## src/rtl/serial_adder_ctrl.sv

```systemverilog
// Bit-serial adder controller: one full-adder cell walks WIDTH-bit operands LSB first.
// Optional: define SERIAL_ADD_OVF_EN to add the registered two's-complement overflow port ovf.
//
// state | meaning
// IDLE  | waiting for start; Sum/Carry hold the last result
// RUN   | one operand bit pair added per clock, counter tracks bit index

module serial_adder_ctrl #(
    parameter int WIDTH = 8
) (
    input  logic             clk,
    input  logic             rst,
    input  logic             start,
    input  logic [WIDTH-1:0] A,
    input  logic [WIDTH-1:0] B,
    input  logic             Cin,
    output logic             busy,
    output logic             done,
    output logic [WIDTH-1:0] Sum,
    output logic             Carry
`ifdef SERIAL_ADD_OVF_EN
    ,
    output logic             ovf
`endif
);

    localparam int CNT_W = $clog2(WIDTH) + 1;

    localparam logic [0:0] ST_IDLE = 1'b0;
    localparam logic [0:0] ST_RUN  = 1'b1;

    logic [0:0]       state;
    logic [CNT_W-1:0] bit_cnt;
    logic [WIDTH-1:0] a_shift;
    logic [WIDTH-1:0] b_shift;
    logic             carry_q;
    logic             last_bit;

    // full adder built from two half adders
    logic ha1_sum, ha1_carry, ha2_carry;
    logic cell_sum, cell_carry;

    assign ha1_sum    = a_shift[0] ^ b_shift[0];
    assign ha1_carry  = a_shift[0] & b_shift[0];
    assign cell_sum   = ha1_sum ^ carry_q;
    assign ha2_carry  = ha1_sum & carry_q;
    assign cell_carry = ha1_carry | ha2_carry;

    assign last_bit = (bit_cnt == CNT_W'(WIDTH - 1));
    assign busy     = (state == ST_RUN);

    always_ff @(posedge clk) begin
        if (rst) begin
            state   <= ST_IDLE;
            bit_cnt <= '0;
            a_shift <= '0;
            b_shift <= '0;
            carry_q <= 1'b0;
            done    <= 1'b0;
            Sum     <= '0;
            Carry   <= 1'b0;
        end else begin
            done <= 1'b0;
            case (state)
                ST_IDLE: begin
                    if (start) begin
                        a_shift <= A;
                        b_shift <= B;
                        carry_q <= Cin;
                        bit_cnt <= '0;
                        Sum     <= '0;
                        state   <= ST_RUN;
                    end
                end
                ST_RUN: begin
                    Sum     <= {cell_sum, Sum[WIDTH-1:1]};
                    carry_q <= cell_carry;
                    a_shift <= a_shift >> 1;
                    b_shift <= b_shift >> 1;
                    bit_cnt <= bit_cnt + CNT_W'(1);
                    if (last_bit) begin
                        Carry <= cell_carry;
                        done  <= 1'b1;
                        state <= ST_IDLE;
                    end
                end
                default: state <= ST_IDLE;
            endcase
        end
    end

`ifdef SERIAL_ADD_OVF_EN
    // on the MSB, carry_q is the carry into the sign bit
    always_ff @(posedge clk) begin
        if (rst) begin
            ovf <= 1'b0;
        end else if (state == ST_RUN && last_bit) begin
            ovf <= carry_q ^ cell_carry;
        end
    end
`endif

endmodule

```

## config.mk

```make
export PLATFORM = sky130hd
export DESIGN_NAME = serial_adder_ctrl
export DESIGN_NICKNAME = d
export VERILOG_FILES = /design/src/rtl/serial_adder_ctrl.sv
export SDC_FILE = /design/constraint.sdc
export NUM_CORES = 1
export LEC_CHECK = 0
export ABC_AREA = 1
export ABC_CLOCK_PERIOD_IN_PS = 3500
export CAP_MARGIN = 20
export CORE_UTILIZATION = 56
export CTS_BUF_LIST = sky130_fd_sc_hd__clkbuf_2 sky130_fd_sc_hd__clkbuf_4 sky130_fd_sc_hd__clkbuf_8
export CTS_CLUSTER_DIAMETER = 150
export DETAILED_ROUTE_END_ITERATION = 16
export PLACE_DENSITY = 0.88
export SLEW_MARGIN = 10
export SYNTH_ARGS = -nofsm -noshare
export SYNTH_HDL_FRONTEND = slang
export SYNTH_SLANG_ARGS = --single-unit
```

## constraint.sdc

```tcl
create_clock -name clk -period 3.5 [get_ports clk]
set_input_delay 0.875 -clock clk [delete_from_list [all_inputs] [get_ports clk]]
set_output_delay 0.875 -clock clk [all_outputs]
set_load 0.05 [all_outputs]
```

## Yosys cells after proc, flatten, opt, wreduce, memory -nomap -nowiden

Index checks and enable logic that the tools add are counted.

- Flip-flop bits (word level): 32
- Output and inout port bits: 11
- Memories: 0
- Input port bits: 20
- RAM bits: 0
- Memory bits (read-only): 0
- Latch bits: 0

- Reduce and logical (&&, ||, !) cells: 2
- Divide/modulo/power cells: 0
- $lt $le $gt $ge: 0
- Multipliers: 0
- Muxes and demuxes: 14
- Bitwise operators: 6
- Equal/unequal tests: 2
- Add/sub/neg operators: 1
- Shift-type cells: 0

Operator list:

| cell | number |
|---|---|
| 8-bit case mux with 2 select lines | 3 |
| 8-bit two-way mux | 3 |
| 4-bit case mux with 2 select lines | 1 |
| 4-bit by 1-bit adder with 4-bit output (second input constant) | 1 |
| 4-bit by 3-bit == test with 1-bit output (second input constant) | 1 |
| 1-bit two-way mux | 4 |
| 4-bit two-way mux | 1 |
| 1-bit case mux with 2 select lines | 2 |
| 1-bit AND | 2 |
| 2-bit inequality test (second input constant) | 1 |
| 2-bit AND reduction | 1 |
| 2-bit OR reduction | 1 |
| 1-bit bitwise XOR | 2 |
| 1-bit inverter | 1 |
| 1-bit OR | 1 |

## Longest topological paths before layout

Gate-level depths: netlist (run 1).

- Word-level depth: 4
- Gate-level depth with buffers: 7
- Gate-level depth less buffers: 7

## Worst setup path after synthesis (run 1)

OpenSTA, ideal clock, no wires.

- Path type: register -> output
- From: register state (netlist: busy)
- To: output busy
- Required time: 2.625 ns
- Slack: 1.918 ns
- Buffers on the path: 0
- Stages on the path, launching flop included: 1
- Arrival time: 0.707 ns
- Cell sequence: dfxtp_1

RTL lines:

| element | RTL line | RTL |
|---|---|---|
| start: declaration | 32 | `logic [0:0] state;` |
| start signal: assignment | 54 | `state <= ST_IDLE;` |
| start signal: assignment | 72 | `state <= ST_RUN;` |
| start signal: assignment | 84 | `state <= ST_IDLE;` |
| end: declaration | 17 | `output logic busy,` |

No word-level cell between the ends.

## Final worst setup path (run 1)

- From: register state (netlist: busy)
- To: output busy

No word-level cell between the ends.

==> out/results.tsv, run 1 <==
stage	metric	value	unit
status	status	complete, no violations	
clock_tree	post-CTS sizing	0	
critical_path	worst endpoint data arrival time	1.86	ns
critical_path	reg2reg start	busy	
routing	WL/cell	12.36	um
clock_tree	CTS Buffer Depth	2	
worst_hold_path	Hold Crit Class	flop to flop	
critical_path	worst reg2reg endpoint	a_shift[0]	
cells_and_area	Antenna Cells	0	
critical_path	Req. time, crit path	2.62	ns
logic_synthesis	synthesized cell area	1420	um^2
sta	Final Hold Viols	0	
logic_synthesis	Syn Nets	223	
logic_synthesis	Synth Instances	201	
floorplanning	Initial Util	61.82	%
critical_path	CP max FO	31	
power_and_ir_drop	static leakage	0.7906	nW
logic_synthesis	Post-synth EDFFs	0	
sta	RSZ-0062 raised after global routing	false	
power_and_ir_drop	Power, Total	0.7213	mW
global_routing	Global Route Usage Sum	26.32	%
logic_synthesis	count leader, synth	nand2_1	
routing	Starting DRT DRC Count	48	
sta	final setup TNS	0	ns
worst_hold_path	hold worst-path end	a_shift[7]	
logic_synthesis	Avg Inst Size Synth	7.065	um^2
logic_synthesis	main area contributors after synthesis	dfxtp_1 45%, nand2_1 19%, nand3_1 11%	
routing	final WL	3190	um
sta	Final period util	78.05	%
clock_tree	Clk Latency, worst-skew pair	0.35	ns
global_routing	pin count of the biggest net entering global routing	32	
clock_tree	CTS buffer count	5	
worst_hold_path	Hold Crit Start	a_shift[7]	
critical_path	R2R setup slack	2.02	ns
power_and_ir_drop	Max VDD drop	313.9	uV
floorplanning	Core Area	2297	um^2
logic_synthesis	Synth area leader	dfxtp_1	
sta	Fmax	0.3661	GHz
routing	drt first pass iters	4	
floorplanning	row count	17	
global_routing	vias in the first global route	1147	
logic_synthesis	synthesis-stage register bit count	32	
clock_tree	CTS Hold Bufs	0	
floorplanning	die height	52.36	um
cells_and_area	NumNets Final	251	
floorplanning	num ports	31	
cells_and_area	ratio of cells with drive above 1 in the final layout	5.652	%
logic_synthesis	Most used DFF post-synth	dfxtp_1	
cells_and_area	synth-to-layout area growth	23.17	%
clock_tree	post-CTS setup buffer count	0	
clock_tree	Worst-path clk slew	0.09	ns
clock_tree	htree depth	2	
placement	Port Buf Inserts	30	
sta	worst hold slack	0.4760	ns
routing	Vias/cell	5.155	
cells_and_area	Design Area, Final	1749	um^2
critical_path	Setup crit start kind	flop	
clock_tree	Root Buffer	clkbuf_4	
global_routing	initial antenna violation count	0	
placement	Area after DPL	1683	um^2
clock_tree	CTS sink count	32	
clock_tree	TritonCTS clock tree	yes	
sta	fin crit period	2.732	ns
critical_path	worst r2r path cells	6	
routing	DR DRC count	0	
logic_synthesis	yosys warns	0	
placement	GPL Wtd Cong	0.7427	
global_routing	grt ovf	0	
sta	skew final	0.008735	ns
floorplanning	Die Width	52.36	um
logic_synthesis	Commonest cells post-synth	73 x nand2_1, 32 x dfxtp_1, 32 x nand3_1	
floorplanning	Die ar.	2741	um^2
logic_synthesis	Cell variety after synth	20	
worst_hold_path	WHS Path Cells	2	
logic_synthesis	Yosys top cell area share	45.11	%
logic_synthesis	Post-synth ARST share	0	%
routing	Final ANT Viol Nets	0	
sta	final setup violation count	0	
routing	Via Count	1330	
global_routing	global-route wire length before repair	4995	um
sta	Least-Margin Pin Slew	0.6921	ns
critical_path	Setup CP Type	flop to primary output	
sta	relative slew slack	53.72	%
sta	fin. max-slew vios	0	
power_and_ir_drop	P per Cell Area	412.4	nW/um^2
run	max-cap violation count	0	
cells_and_area	Fill cells	186	
logic_synthesis	sequential element share of the synthesized area	45.11	%
critical_path	Worst Setup End Kind	primary output	
placement	post-DP HPWL	2148	um
-- per-layer routing --
metal,global-route usage (%),share of wire (%)
met3,9.565,5.0
met4,10.53,1.2
met1,29.14,43
met5,0,0
met2,45.15,50
-- placed cells by master, fill, tap and decap left out, drive strengths merged --
cell and n:
nor2 9, fa 1, dfxtp 32, clkdlybuf4s50 30, inv 23, nor3 1, nand4 1, a21oi 14
or2 2, o21ai 1, clkbuf 8, nand2 74, ha 1, nand3 32, buf 1
-- sequential cells by signal (all words and copies together), names as in the netlist --
| register | count |
|---|---|
| Sum | 8 |
| a_shift | 8 |
| b_shift | 8 |
| bit_cnt | 4 |
| Carry | 1 |
| busy | 1 |
| carry_q | 1 |
| done | 1 |
-- cells by family (layout without fill, tap and decap cells) --
group / after synthesis / in the layout / synth area share, %
adders and majority gates: 2 / 2 / 2.291
and+or+nand+nor: 119 / 119 / 35.59
buffers and inverters: 33 / 62 / 11.72
DFF: 32 / 32 / 45.11
AOI/OAI and AO/OA: 15 / 15 / 5.286
-- power by group --
part	switching [mW]	total [mW]	internal [mW]
registers	0.00824	0.386	0.378
logic	0.0553	0.0956	0.0403
clock network	0.125	0.239	0.114
total	0.188	0.721	0.533
-- worst max-delay path by stage --
stage	startpoint	to	slack, ns	cells past startpoint
after floorplan	busy	busy	1.92	0
after global placement	start	a_shift[4]	0.93	6
after detailed placement	start	b_shift[0]	0.83	6
after CTS	busy	busy	0.76	2
after global routing	busy	busy	0.71	2
final	busy	busy	0.77	2
-- cell type report --
class | instances | area (um^2) | share of cell area (%)
flip-flops and latches | 32 | 640.6 | 36.62
multi-input cells | 136 | 613.1 | 35.05
repair buffers | 31 | 307.8 | 17.60
inverters | 23 | 86.33 | 4.936
clock buffers | 8 | 66.31 | 3.791
well taps | 28 | 35.03 | 2.003
-- through the flow --
step / setup slack [ns] / instances / util, %
global placement: 0.9258 / 250 / 73.26
global route: 0.7147 / 258 / 76.14
CTS: 0.7641 / 258 / 76.14
detailed placement: 0.8307 / 250 / 73.26
finish: 0.7684 / 258 / 76.14
floorplan: 1.918 / 201 / -
-- critical path, cell delays in order, from the launching register on --
cell             delay [ns]
dfxtp_1                0.33
buf_4                  0.32
clkdlybuf4s50_1        0.87
No activity file was read; power rests on OpenSTA's default activity.
==> inputs of run 2 (changes only) <==
- ABC_CLOCK_PERIOD_IN_PS: 3500 -> 2600
- CORE_UTILIZATION: 56 -> 52
- PLACE_DENSITY: 0.88 -> 0.83
- clock period: 3.5 -> 2.6 ns (I/O delays scaled with it)
==> run 2 against run 1 <==
Register-to-register slack got worse by 1.0 ns; cell area increased by 2.0%; count of clock-buffer cells in the layout unchanged; highest routed layer unchanged; clock power is 34% higher; setup slack worse by 0.34 ns; sequential power increased by 35%; non-clock buffer count is 3 higher; utilization shrank 5.4 points; sequential cell count did not move.
==> out/results.tsv, run 2 (same netlist as run 1, synthesis figures left out) <==
stage	metric	value	unit
status	status	complete, no violations	
cells_and_area	NumNets Final	254	
routing	drt first pass iters	4	
critical_path	Req. time, crit path	1.95	ns
placement	GPL Wtd Cong	0.7731	
critical_path	CP max FO	3	
placement	post-DP HPWL	2103	um
critical_path	CP cell instances	clkdlybuf4s50_1	
sta	Fmax	0.4594	GHz
power_and_ir_drop	Max VDD drop	500.6	uV
floorplanning	Die Width	54.26	um
clock_tree	post-CTS setup buffer count	0	
sta	relative slew slack	59.18	%
routing	WL/cell	11.41	um
sta	skew final	0.007024	ns
global_routing	pin count of the biggest net entering global routing	29	
global_routing	initial antenna violation count	0	
run	max-cap violation count	0	
sta	Final period util	83.71	%
placement	Port Buf Inserts	30	
cells_and_area	most common cell after layout, fill and taps aside	nand2_1	
power_and_ir_drop	P per Cell Area	547.2	nW/um^2
routing	Starting DRT DRC Count	34	
cells_and_area	ratio of cells with drive above 1 in the final layout	7.296	%
power_and_ir_drop	Power, Total	0.9763	mW
cells_and_area	highest-count cells in the layout ignoring fill and taps	73 x nand2_1, 32 x dfxtp_1, 32 x nand3_1, 29 x clkdlybuf4s50_1, 21 x inv_1	
sta	fin. max-slew vios	0	
cells_and_area	fin cells	263	
clock_tree	TritonCTS clock tree	yes	
global_routing	Global Route Usage Sum	22.87	%
sta	final setup violation count	0	
clock_tree	htree depth	2	
critical_path	critical path's largest stage delay	0.81	ns
routing	DR DRC count	0	
sta	Least-Margin Pin Slew	0.6108	ns
worst_hold_path	Hold Crit Class	flop to flop	
sta	fin crit period	2.177	ns
floorplanning	num ports	31	
routing	Final ANT Viol Nets	0	
clock_tree	Clk Latency, worst-skew pair	0.33	ns
clock_tree	CTS Hold Bufs	0	
cells_and_area	leading registers by flop count	Sum x8, a_shift x8, b_shift x8	
clock_tree	CTS Buffer Depth	2	
critical_path	Worst Setup End Kind	primary output	
cells_and_area	synth-to-layout area growth	25.64	%
critical_path	Setup CP Type	flop to primary output	
routing	final WL	3000	um
floorplanning	die height	54.26	um
floorplanning	row count	18	
clock_tree	CTS sink count	32	
critical_path	Crit path max-delay family	buffers and inverters	
critical_path	CP bufs+invs	1	
floorplanning	Die ar.	2944	um^2
sta	RSZ-0062 raised after global routing	false	
routing	Via Count	1332	
clock_tree	Root Buffer	clkbuf_4	
clock_tree	Worst-path clk slew	0.10	ns
floorplanning	Core Area	2522	um^2
global_routing	grt ovf	0	
critical_path	worst endpoint data arrival time	1.53	ns
power_and_ir_drop	static leakage	0.8104	nW
clock_tree	CTS buffer count	5	
floorplanning	Initial Util	56.30	%
global_routing	vias in the first global route	1181	
critical_path	Setup crit start kind	flop	
critical_path	CP max stage cell	clkdlybuf4s50_1	
sta	Final Hold Viols	0	
cells_and_area	Antenna Cells	0	
routing	Vias/cell	5.065	
global_routing	global-route wire length before repair	4719	um
placement	Placed Instances	255	
clock_tree	post-CTS sizing	0	
sta	final setup TNS	0	ns
## run 2: cell count changes in the layout (fill, tap and decap cells not counted)
cell and change:
buf_12 +1, buf_4 +3, clkdlybuf4s50_1 -1
## run 2: area by class of cell
cell class | count | area [um^2]
inverter | 23 | 86.33
clock buffer | 8 | 66.31
multi-input combinational | 136 | 613.1
fill | 217 | 738.2
sequential | 32 | 640.6
tap | 30 | 37.54
timing repair buffer | 34 | 340.3
## run 2: through the flow
stage	cell area [um^2]	util, %	setup WS, ns	hold WS [ns]
final	1784	70.73	0.4234	0.4709
after global routing	1784	70.73	0.3694	0.4919
after CTS	1784	70.73	0.4071	0.4755
after detailed placement	1718	68.11	0.4312	0.4615
after global placement	1718	68.11	0.5003	0.4534
after floorplan	1420	-	1.210	0.4378
## run 2: path summary, 6_finish.rpt
path	from	to	slack (ns)	cells after the start
worst max register to register	busy	b_shift[0]	0.98	6
worst min register to register	Sum[0]	Sum[0]	0.47	2
worst max-delay path	Sum[7]	Sum[7]	0.42	1
worst min-delay path	Sum[0]	Sum[0]	0.47	2
## run 2: power breakdown
group	internal, mW	leakage (nW)	switching, mW
registers	0.509	0.261	0.0139
logic	0.0596	0.510	0.0722
clock network	0.154	0.0394	0.167
total	0.723	0.810	0.253
## run 2: routing by layer
| metal | track usage, % | share of wire [%] |
|---|---|---|
| met5 | 0 | 0 |
| met1 | 22.93 | 44 |
| met2 | 42.07 | 49 |
| met4 | 10.26 | 1.9 |
| met3 | 7.778 | 4.9 |
==> inputs of run 3 (changes only) <==
- ABC_CLOCK_PERIOD_IN_PS: 2600 -> 1900
- CORE_UTILIZATION: 52 -> 47
- PLACE_DENSITY: 0.83 -> 0.79
- clock period: 2.6 -> 1.9 ns (I/O delays scaled with it)
==> run 3 against run 2 <==
The run now ends with DRC left; hold slack better by 0.00052 ns; critical path depth did not move; clock skew up 0.0051 ns.
==> out/results.tsv, run 3 (same netlist as run 1, synthesis figures left out) <==
stage	metric	value	unit
status	status	complete, but fails checks	
status	violated checks	DRC	
power_and_ir_drop	Power, Total	1.314	mW
power_and_ir_drop	Max VDD drop	422.0	uV
critical_path	R2R setup slack	0.56	ns
floorplanning	Die ar.	3246	um^2
critical_path	worst r2r path cells	3	
routing	Vias/cell	4.925	
placement	GPL Wtd Cong	0.7200	
critical_path	CP max FO	10	
power_and_ir_drop	static leakage	0.8447	nW
sta	worst hold slack	0.4714	ns
global_routing	grt ovf	0	
critical_path	reg2reg start	busy	
cells_and_area	Design Area, Final	1778	um^2
clock_tree	Worst-path clk slew	0.10	ns
clock_tree	CTS Hold Bufs	0	
run	max-cap violation count	0	
critical_path	CP bufs+invs	1	
floorplanning	die height	56.97	um
critical_path	crit path launch	busy	
routing	DR DRC count	2	
clock_tree	CTS Buffer Depth	2	
global_routing	pin count of the biggest net entering global routing	20	
sta	final setup violation count	0	
critical_path	worst endpoint data arrival time	1.19	ns
clock_tree	CTS sink count	32	
routing	Final ANT Viol Nets	0	
critical_path	WP depth	1	
cells_and_area	synth-to-layout area growth	25.20	%
clock_tree	TritonCTS clock tree	yes	
clock_tree	post-CTS sizing	0	
critical_path	Setup crit start kind	flop	
cells_and_area	Antenna Cells	0	
routing	Via Count	1315	
routing	Starting DRT DRC Count	39	
clock_tree	post-CTS setup buffer count	0	
critical_path	Crit path max-delay family	flip-flops	
sta	Fmax	0.6018	GHz
sta	final setup TNS	0	ns
clock_tree	Clk Latency, worst-skew pair	0.35	ns
clock_tree	CTS buffer count	5	
sta	Final Hold Viols	0	
critical_path	Worst Setup End Kind	primary output	
global_routing	global-route wire length before repair	4899	um
routing	drt first pass iters	11	
cells_and_area	most common cell after layout, fill and taps aside	nand2_1	
floorplanning	row count	19	
placement	Area after DPL	1717	um^2
cells_and_area	ratio of cells with drive above 1 in the final layout	12.71	%
global_routing	vias in the first global route	1174	
power_and_ir_drop	P per Cell Area	738.8	nW/um^2
sta	fin crit period	1.662	ns
cells_and_area	leading registers by flop count	Sum x8, a_shift x8, b_shift x8	
critical_path	CP cell instances	buf_12	
sta	skew final	0.01208	ns
routing	WL/cell	10.58	um
global_routing	initial antenna violation count	0	
critical_path	Setup CP Type	flop to primary output	
critical_path	crit path to	busy	
floorplanning	Initial Util	50.62	%
floorplanning	Die Width	56.97	um
sta	Least-Margin Pin Slew	0.4897	ns
critical_path	CP max stage cell	dfxtp_1	
worst_hold_path	Hold Crit Class	flop to flop	
critical_path	critical path's largest stage delay	0.64	ns
clock_tree	htree depth	2	
floorplanning	num ports	31	
critical_path	Req. time, crit path	1.42	ns
sta	relative slew slack	67.31	%
floorplanning	Core Area	2805	um^2
critical_path	worst reg2reg endpoint	Sum[7]	
global_routing	Global Route Usage Sum	19.87	%
clock_tree	Root Buffer	clkbuf_4	
routing	final WL	2825	um
sta	Final period util	87.45	%
cells_and_area	NumNets Final	257	
sta	fin. max-slew vios	0	
sta	RSZ-0062 raised after global routing	false	
cells_and_area	highest-count cells in the layout ignoring fill and taps	73 x nand2_1, 32 x dfxtp_1, 32 x nand3_1, 21 x inv_1, 19 x clkdlybuf4s50_1	
placement	Port Buf Inserts	30	
placement	post-DP HPWL	1994	um
[run 3: cell types whose count changed in the layout (fill, tap and decap cells not counted)]
cell,before,now
clkdlybuf4s50_1,29,19
clkinv_2,0,2
clkbuf_4,7,5
buf_4,4,17
[run 3: worst min-delay path by stage]
stage                     startpoint  slack (ns)  cells after the start          to
after floorplan           b_shift[7]        0.44                      2  b_shift[7]
after global placement        Sum[0]        0.45                      2      Sum[0]
after detailed placement      Sum[0]        0.46                      2      Sum[0]
after CTS                     Sum[0]        0.47                      2      Sum[0]
after global routing          Sum[5]        0.50                      2      Sum[4]
final                         Sum[0]        0.47                      2      Sum[0]
[run 3: area by class of cell]
type	count	area, um^2
Timing Repair Buffer	37	337.8
Inverter	23	86.33
Clock inverter	2	10.01
Tap cell	31	38.79
Multi-Input combinational cell	136	613.1
Clock buffer	6	51.30
Fill cell	242	1027
Sequential cell	32	640.6
[run 3: layer usage]
layer | global-route usage [%] | part of all wire (%) | vias to the layer above
met2 | 31.76 | 45 | 35
li1 | - | - | 693
met5 | 0 | 0 | -
met1 | 24.28 | 47 | 580
met4 | 9.059 | 1.8 | 0
met3 | 6.803 | 5.9 | 7
[run 3: worst register-to-register path: stages, from the launching register on]
cell	delay [ns]
dfxtp_1	0.64
inv_2	0.26
or2_0	0.27
a21oi_1	0.11
[run 3: per-stage QoR]
step / worst slack [ns] / cells / util [%]
CTS: 0.2215 / 267 / 63.38
finish: 0.2384 / 267 / 63.38
floorplan: 0.5098 / 201 / -
global placement: 0.2148 / 259 / 61.20
detailed placement: 0.1727 / 259 / 61.20
global route: 0.1818 / 267 / 63.38
[run 3: report_power, final]
group	switching, mW	leakage, nW	total, mW	internal, mW
clock network	0.239	0.0380	0.415	0.176
registers	0.0192	0.261	0.716	0.697
logic	0.0964	0.546	0.182	0.0860
